--- src/rtl/mem_arbiter_pkg.sv ---
`default_nettype none
// ============================================================================
// Module      : mem_arbiter_pkg
// Description : Shared encodings for the two-port memory arbiter: FSM state
//               codes and requester port identifiers.
// Revision    : 1.0 - initial release
// ============================================================================
package mem_arbiter_pkg;

    // FSM state encoding (explicit 1-bit width)
    localparam logic [0:0] ST_IDLE = 1'b0;  // no transaction outstanding
    localparam logic [0:0] ST_WAIT = 1'b1;  // one transaction outstanding

    // Requester identifiers, also used as the owner / last-served encoding
    localparam logic PORT_A = 1'b0;
    localparam logic PORT_B = 1'b1;

endpackage
`default_nettype wire

--- src/rtl/mem_arbiter_rr_pick2.sv ---
`default_nettype none
// ============================================================================
// Module      : rr_pick2
// Description : Combinational 2-way round-robin picker. When both requests
//               are high, the port that was not served last wins.
// Ports       : req[1:0]   - request vector (bit 0 = A, bit 1 = B)
//               last       - port served most recently
//               grant[1:0] - one-hot grant, zero when no request
//               winner     - id of the granted port (don't-care if none)
// Revision    : 1.0 - initial release
// ============================================================================
module rr_pick2
    import mem_arbiter_pkg::*;
(
    input  logic [1:0] req,
    input  logic       last,
    output logic [1:0] grant,
    output logic       winner
);

    always_comb begin
        winner = PORT_A;
        grant  = 2'b00;
        if (req == 2'b11) begin
            winner = ~last;
        end else if (req[1]) begin
            winner = PORT_B;
        end
        if (|req) begin
            grant = (winner == PORT_B) ? 2'b10 : 2'b01;
        end
    end

endmodule
`default_nettype wire

--- src/rtl/mem_arbiter.sv ---
`default_nettype none
// ============================================================================
// Module      : mem_arbiter
// Description : Two-port round-robin arbiter in front of one delayed byte
//               memory (doit/busy/rvalid handshake). Tracks a single
//               outstanding transaction and returns completion and read data
//               to the port that owns it.
// Ports       : clk, init (async active-high reset)
//               a_* / b_* : requester ports (req/addr/wdata/wselect in,
//                           gnt/done/rdata out)
//               m_*       : memory port (addr/wdata/wselect/doit out,
//                           busy/rvalid/rdata in)
// Revision    : 1.0 - initial release
// ============================================================================
module mem_arbiter
    import mem_arbiter_pkg::*;
#(
    parameter int LOGSIZE = 1
) (
    input  logic               clk,
    input  logic               init,
    input  logic               a_req,
    input  logic [LOGSIZE-1:0] a_addr,
    input  logic [7:0]         a_wdata,
    input  logic               a_wselect,
    output logic               a_gnt,
    output logic               a_done,
    output logic [7:0]         a_rdata,
    input  logic               b_req,
    input  logic [LOGSIZE-1:0] b_addr,
    input  logic [7:0]         b_wdata,
    input  logic               b_wselect,
    output logic               b_gnt,
    output logic               b_done,
    output logic [7:0]         b_rdata,
    output logic [LOGSIZE-1:0] m_addr,
    output logic [7:0]         m_wdata,
    output logic               m_wselect,
    output logic               m_doit,
    input  logic               m_busy,
    input  logic               m_rvalid,
    input  logic [7:0]         m_rdata
);

    logic [0:0] r_state;
    logic [0:0] w_state_nxt;
    logic       r_owner;
    logic       r_owner_wr;
    logic       r_last;
    logic [7:0] r_rdata;

    logic [1:0] w_grant;
    logic       w_winner;
    logic       w_issue;
    logic       w_complete;

    rr_pick2 u_pick (
        .req    ({b_req, a_req}),
        .last   (r_last),
        .grant  (w_grant),
        .winner (w_winner)
    );

    // Issue is legal in IDLE and in the completion cycle of WAIT; both reduce
    // to "memory not busy". A busy memory in IDLE (stale op after reset) thus
    // blocks issue as well. init gates everything so outputs are 0 in reset.
    assign w_issue    = !init && !m_busy && (a_req || b_req);

    // Completion is the first WAIT cycle with busy low. done is derived from
    // the registered owner/state so it pulses exactly in that cycle, which is
    // also the cycle a back-to-back issue may happen.
    assign w_complete = !init && (r_state == ST_WAIT) && !m_busy;

    always_comb begin
        a_gnt       = 1'b0;
        b_gnt       = 1'b0;
        m_doit      = 1'b0;
        m_addr      = '0;
        m_wdata     = '0;
        m_wselect   = 1'b0;
        w_state_nxt = r_state;

        if (w_issue) begin
            a_gnt  = w_grant[0];
            b_gnt  = w_grant[1];
            m_doit = 1'b1;
            if (w_winner == PORT_B) begin
                m_addr    = b_addr;
                m_wdata   = b_wdata;
                m_wselect = b_wselect;
            end else begin
                m_addr    = a_addr;
                m_wdata   = a_wdata;
                m_wselect = a_wselect;
            end
            w_state_nxt = ST_WAIT;
        end else if (w_complete) begin
            w_state_nxt = ST_IDLE;
        end
    end

    assign a_done  = w_complete && (r_owner == PORT_A);
    assign b_done  = w_complete && (r_owner == PORT_B);
    assign a_rdata = r_rdata;
    assign b_rdata = r_rdata;

    always_ff @(posedge clk or posedge init) begin
        if (init) begin
            r_state    <= ST_IDLE;
            r_owner    <= PORT_A;
            r_owner_wr <= 1'b0;
            r_last     <= PORT_B;
            r_rdata    <= 8'h00;
        end else begin
            r_state <= w_state_nxt;
            if (w_issue) begin
                r_owner    <= w_winner;
                r_owner_wr <= m_wselect;
                r_last     <= w_winner;
            end
            // rvalid outside a read transaction belongs to nobody; drop it.
            if ((r_state == ST_WAIT) && m_rvalid && !r_owner_wr) begin
                r_rdata <= m_rdata;
            end
        end
    end

endmodule
`default_nettype wire

--- config.mk ---
export PLATFORM = sky130hd
export DESIGN_NAME = mem_arbiter
export DESIGN_NICKNAME = d
export VERILOG_FILES = /design/src/rtl/mem_arbiter_pkg.sv /design/src/rtl/mem_arbiter_rr_pick2.sv /design/src/rtl/mem_arbiter.sv
export SDC_FILE = /design/constraint.sdc
export NUM_CORES = 1
export LEC_CHECK = 0
export CAP_MARGIN = 30
export CORE_UTILIZATION = 30
export DETAILED_ROUTE_END_ITERATION = 6
export PLACE_DENSITY_LB_ADDON = 0.12
export SETUP_SLACK_MARGIN = 0.02
export SYNTH_ARGS = -nofsm -noshare
export SYNTH_HDL_FRONTEND = slang
export SYNTH_SLANG_ARGS = --single-unit
--- constraint.sdc ---
create_clock -name clk -period 1.79 [get_ports clk]
set_input_delay 0.537 -clock clk [delete_from_list [all_inputs] [get_ports clk]]
set_output_delay 0.537 -clock clk [all_outputs]
set_load 0.005 [all_outputs]
==> key figures, run 1 <==
Outcome
  • Outcome: finished, violations left
  • Failing checks: setup timing

Timing
  • RSZ-0062 raised after global routing: yes
  • Max transition margin: between 60% and 70%
  • Tmin final: 2.00 ns
  • TNS Setup: -2.15 ns
  • Final Max Tran Viols: 0
  • Setup Viol. Count Final: 12
  • Worst slew pin tran: between 0.4 and 0.5 ns
  • Period utilization: 112%
  • FMAX: roughly 0.5 GHz
  • Post-route clock skew: 0.000701 ns
  • Final Hold Fails: 0
  • Post-route setup slack: -0.213 ns

Power
  • Sw Pwr: 0.391 mW
  • Comb power frac: 52.9%
  • Peak VDD IR: 971 uV
  • Power Internal: 1.01 mW
  • Clk pwr share: 15.4%
  • Sequential Power Share: 31.7%
  • Total power: 1.40 mW
  • Lkg Pwr: 0.760 nW
  • Cell Pwr Density: 864 mW/mm^2
  • Sw Share: 27.9%

Clocking
  • CTS tree: built
  • Clk_lat worst skew: 0.27 ns
  • H-Tree Depth: 1
  • Clk slew on worst S/H paths: about 0.07 ns
  • CTS Buf Count: 3
  • Clock sink total: 12
  • Hold Buf Count CTS: 0
  • CTS Buffer Depth: 2
  • Root buffer cell: clkbuf_4

Placed design
  • Post-DP HPWL: roughly 1600 um
  • Placed cell count: 172
  • Dpl ws: -0.909 ns
  • Gpl congestion: 0.681
  • Port Buffers: 64

Floorplan
  • Die W: 50.7 um
  • Die Footprint: 0.00257 mm^2
  • Core Rows: 17
  • Initial Util: 32.1%
  • Die height: around 50 um
  • IO Pins: 65
  • Core area: around 0.0022 mm^2

Logic synthesis
  • Count leader, synth: nand2_1
  • Synth Net Count: 112
  • Most common library cells after synthesis: nand2_1 (20), dfrtp_1 (11), a21oi_1 (10)
  • Dominant cell type by area after synthesis: dfrtp_1
  • Seq cells post-synth: 12
  • Yosys warns: 0
  • Syn Inst Count: 78
  • Netlist Area Pre-Place: 711 um^2
  • Largest cells by area after synthesis: dfrtp_1 (39%), mux2_2 (13%), nand2_1 (11%)
  • Top-area cell type share of the netlist area: between 30% and 40%
  • Synth Flop Type: dfrtp_1
  • Asr flop ratio synth: 100%
  • Seq/Total Area, Yosys: 42.4%
  • Number of distinct library cells after synthesis: 19
  • Avg Cell Area, Syn: 9.11 um^2
  • EDFF count, synth: 0

Setup path
  • CP top delay family: buffers and inverters
  • Startpoint Class: input port
  • Crit. path cell count: 7
  • Worst path most repeated cell: buf_2
  • Max incr delay on CP: 0.25 ns
  • Crit Path Class: input port to output pin
  • Data arrival time of the critical path: 1.47 ns
  • CP max stage cell: a21boi_4
  • R2r worst-path depth: 6
  • Crit path required time: 1.25 ns
  • Crit-path cells: buf_2, buf_6, a21boi_4, buf_4, nand2_1, a21oi_1, buf_2
  • WP buf/inv: 4
  • Crit end category: output pin
  • Maximum fanout along the worst path: 5
  • Register-to-register setup slack: about 0.35 ns

Global routing
  • Largest net degree at the start of global routing: 13
  • Total congestion overflow: 0
  • Initial antenna violation count: 0
  • Gr usage total: 20.8%
  • Vias in the first global route: 893
  • Global-route wire length before repair: a little under 4000 um

Final layout
  • Area grow syn2layout: 129%
  • Final nets: 194
  • Combined area of the multi-input logic cells: 457 um^2
  • Share of layout cells above drive strength 1: a little over half
  • Fillers: 165
  • Post-Layout Cell Count: 187
  • Reg area: just over 300 um^2
  • Ant diodes: 0

Drt
  • DRT iter0 DRCs: 9
  • DRC Markers: 0
  • Routed WL: 2570 um
  • DR pass1 iterations: 7
  • Antenna-violating nets left: 0
  • Wire per inst: 13.8 um
  • Vias: 877
  • Number of vias per cell: 4.69

Run
  • Max cap viols: 0

Min path
  • Worst Hold Class: input port to asynchronous set/reset pin
==> path summary, 6_finish.rpt <==
| kind | startpoint | end |
|---|---|---|
| worst max-delay path | a_req | m_addr |
| worst min-delay path | init | r_owner |
| worst max register to register | r_last | r_owner_wr |
| worst min register to register | a_rdata[7] | a_rdata[7] |
| max in group asynchronous | init | r_last |
| min in group clk | a_rdata[7] | a_rdata[7] |
==> cells in the final DEF (no fill, tap or decap), types with 4 or more instances in the layout <==
cell type / n
mux2_2: 8
dfrtp_1: 11
nand2_4: 4
buf_2: 17
buf_6: 10
buf_4: 12
nand2_2: 10
clkdlybuf4s50_1: 45
a21oi_2: 8
nand2_1: 6
==> final cells by class <==
cell class | count | area share [%]
clock buffers | 4 | 2.23
inverters | 3 | 0.693
multi-input cells | 53 | 28.1
flip-flops and latches | 12 | 18.6
well taps | 28 | 2.16
repair buffers | 87 | 48.2
==> what timing repair did <==
action	CTS	global route
pin swaps	21	11
setup endpoints to repair	15	14
gates resized for setup	108	21
buffers inserted	11	2
==> power groups by stage <==
| stage | combinational (mW) | sequential (mW) | clock [mW] |
|---|---|---|---|
| 6_report | 0.742 | 0.444 | 0.216 |
| 5_1_grt | 0.797 | 0.460 | 0.234 |
| 4_1_cts | 0.711 | 0.442 | 0.217 |
| 3_5_place_dp | 0.647 | 0.443 | 0 |
| 3_3_place_gp | 0.641 | 0.437 | 0 |
| 2_1_floorplan | 0.276 | 0.447 | 0 |
==> sequential cells by signal (all words and copies together), names as in the netlist <==
signal,flops
r_owner,1
r_state,1
r_owner_wr,1
r_last,1
a_rdata,8
==> per-layer routing <==
metal	up-vias	global-route usage (%)	wire [um]
met5	-	0	0
met4	0	7.41	53
met3	10	6.06	161
met2	35	37.1	1350
met1	413	23.3	1010
li1	419	-	-
==> metrics by stage <==
stage | hold slack, ns | cell area [um^2] | utilization [%]
after detailed placement | 0.484 | 1410 | 63.6
after CTS | 0.431 | 1560 | 70.4
after global placement | 0.481 | 1410 | 63.6
after floorplan | 0.401 | 711 | -
after global routing | 0.480 | 1620 | 73.4
final | 0.435 | 1620 | 73.4
==> worst reg2reg max path, cell delays in order (launching register included) <==
cell,delay [ns]
dfstp_2,0.56
a21bo_4,0.17
mux2i_2,0.23
buf_4,0.13
buf_4,0.09
buf_4,0.09
mux2i_1,0.05
==> cells by family after synthesis <==
family | after synthesis | share of synthesized area (%)
simple gates | 27 | 15.0
compound gates | 16 | 13.9
buf+inv | 13 | 13.2
flops | 12 | 42.4
mux | 10 | 15.5
(Power assumes the default switching activity.)
==> run 2, diff against run 1 <==
Settings changed: SKIP_CTS_REPAIR_TIMING set to 1.
==> key figures, run 2 (same netlist as run 1, synthesis figures left out) <==
Floorplan
  • Die W: 50.7 um (unchanged)
  • Core Rows: 17 (unchanged)
  • Core area: 0.00221 mm^2 (unchanged)
  • Initial Util: 32.1% (unchanged)
  • Die Footprint: 0.00257 mm^2 (unchanged)
  • IO Pins: 65 (unchanged)
  • Die height: 50.7 um (unchanged)

Run
  • Max cap viols: 0 (unchanged)

Final layout
  • Ant diodes: 0 (unchanged)
  • Post-Layout Cell Count: 187 (unchanged)
  • Most common cell after layout, fill and taps aside: clkdlybuf4s50_1
  • Largest register FFs: 8 (unchanged)
  • Most frequent cells in the layout: clkdlybuf4s50_1 (45), nand2_1 (13)
  • Final nets: 194 (unchanged)
  • Area grow syn2layout: 120%
  • Fillers: 189 (+15%)
  • Share of layout cells above drive strength 1: 47.2% (-6.3 points)
  • Util after Layout: 70.6% (-2.8 points)
  • Post-route design area: 0.00156 mm^2 (-3.8%)

Global routing
  • Global-route wire length before repair: 3060 um (-23%)
  • Met3 global-route usage: 5.15% (-0.91 points)
  • Top Usage Layer GRT: met2
  • Total congestion overflow: 0 (unchanged)
  • Met1 Resource Use GR: 18.0% (-5.2 points)
  • Vias in the first global route: 709 (-21%)
  • Gr usage total: 15.9% (-5.0 points)
  • Largest net degree at the start of global routing: 13 (unchanged)
  • Met2 Use GR: 28.2% (-8.9 points)
  • Initial antenna violation count: 0 (unchanged)

Timing
  • Setup Viol. Count Final: 12 (unchanged)
  • Period utilization: 115% (+3.3 points)
  • Worst Hold Slack: 0.431 ns (-0.00408 ns)
  • Final Hold Fails: 0 (unchanged)
  • Max transition margin: 71.7% (+1.8 points)
  • Post-route setup slack: -0.272 ns (-0.0591 ns)
  • Post-route clock skew: 0.00267 ns (+0.00197 ns)
  • Final Max Tran Viols: 0 (unchanged)
  • Worst slew pin tran: 0.424 ns (-0.0273 ns)
  • RSZ-0062 raised after global routing: yes
  • FMAX: 0.485 GHz (-2.9%)
  • Tmin final: 2.06 ns (+0.0591 ns)

Clocking
  • CTS tree: built
  • CTS Buffer Depth: 2 (unchanged)
  • Clock sink total: 12 (unchanged)
  • CTS Buf Count: 3 (unchanged)
  • Clk slew on worst S/H paths: 0.07 ns (about the same)
  • Root buffer cell: clkbuf_4
  • H-Tree Depth: 1 (unchanged)
  • Clk_lat worst skew: 0.27 ns (about the same)

Placed design
  • Port Buffers: 64 (unchanged)
  • Cell Area, Placed: 0.00141 mm^2 (unchanged)
  • Dpl ws: -0.909 ns (unchanged)
  • Placed cell count: 172 (unchanged)
  • Post-DP HPWL: 1600 um (unchanged)
  • Gpl congestion: 0.681 (unchanged)

Drt
  • Vias: 842 (-4.0%)
  • Wire per inst: 12.1 um (-12%)
  • Antenna-violating nets left: 0 (unchanged)
  • Number of vias per cell: 4.50 (-4.0%)
  • DRT iter0 DRCs: 5 (-4)
  • Routed WL: 2260 um (-12%)
  • DR pass1 iterations: 2 (-5)
  • DRC Markers: 0 (unchanged)

Power
  • Sw Share: 26.4% (-1.5 points)
  • Peak VDD IR: 1040 uV (+7.3%)
  • Comb power frac: 52.9% (about the same)
  • Sw Pwr: 0.363 mW (-7.3%)
  • Cell Pwr Density: 880 mW/mm^2 (+1.8%)
  • Clk pwr share: 15.1% (-0.3 points)
  • Sequential Power Share: 32.1% (+0.4 points)
  • Lkg Pwr: 0.732 nW (-3.7%)
  • Power Internal: 1.01 mW (about the same)

Setup path
  • R2r worst-path depth: 6 (unchanged)
  • Crit path required time: 1.25 ns (about the same)
  • Crit Path Class: flop to output pin
  • Reg-to-reg critical path endpoint: r_owner_wr
  • Maximum fanout along the worst path: 5 (unchanged)
  • R2R Path Start: r_last
  • Register-to-register setup slack: 0.31 ns (-0.04 ns)
  • Crit end category: output pin
  • Data arrival time of the critical path: 1.53 ns (+0.06 ns)
  • Startpoint Class: flop

Outcome
  • Outcome: finished, violations left
  • Failing checks: setup timing

Min path
  • Worst Hold Class: input port to asynchronous set/reset pin
run 2: cell types whose count changed in the layout (fill, tap and decap cells not counted), sizes merged:
cell / change
buf: -7
clkbuf: +6
a21bo: +1
run 2: per-stage QoR:
step / power, mW / setup TNS [ns]
2_1_floorplan: 0.723 / 0
3_3_place_gp: 1.08 / -12.50
3_5_place_dp: 1.09 / -13.11
4_1_cts: 1.31 / -12.98
5_1_grt: 1.47 / -3.17
6_report: 1.37 / -2.30
run 2: cell type report:
| type | count | area, um^2 | area share [%] |
|---|---|---|---|
| repair buffers | 86 | 767 | 49.1 |
| flip-flops and latches | 12 | 302 | 19.3 |
| clock buffers | 4 | 36.3 | 2.32 |
| well taps | 28 | 35.0 | 2.24 |
| inverters | 3 | 11.3 | 0.721 |
| multi-input cells | 54 | 412 | 26.3 |
run 2: worst max-delay path, cell delays in order, from the launching register on:
cell and delay (ns):
dfstp_2 0.57, buf_6 0.10, a21bo_4 0.17, mux2i_2 0.25, nor2_1 0.06, clkbuf_2 0.11
run 2: worst max path at each step:
stage / slack (ns) / start / to
6_report: -0.27 / r_last / m_wselect
5_1_grt: -0.35 / r_last / m_wselect
4_1_cts: -0.92 / b_req / b_gnt
3_5_place_dp: -0.91 / b_req / m_wdata[3]
3_3_place_gp: -0.88 / b_req / b_gnt
2_1_floorplan: 0.06 / m_busy / m_wdata[1]
run 2: power by group through the flow:
stage / clock network (mW) / registers [mW] / logic (mW)
2_1_floorplan: 0 / 0.447 / 0.276
3_3_place_gp: 0 / 0.437 / 0.641
3_5_place_dp: 0 / 0.443 / 0.647
4_1_cts: 0.217 / 0.440 / 0.649
5_1_grt: 0.230 / 0.455 / 0.782
6_report: 0.207 / 0.441 / 0.727
run 2: per-layer routing:
metal	vias up	wire [um]
met5	-	0
li1	419	-
met3	0	117
met1	398	941
met2	25	1200
met4	0	0
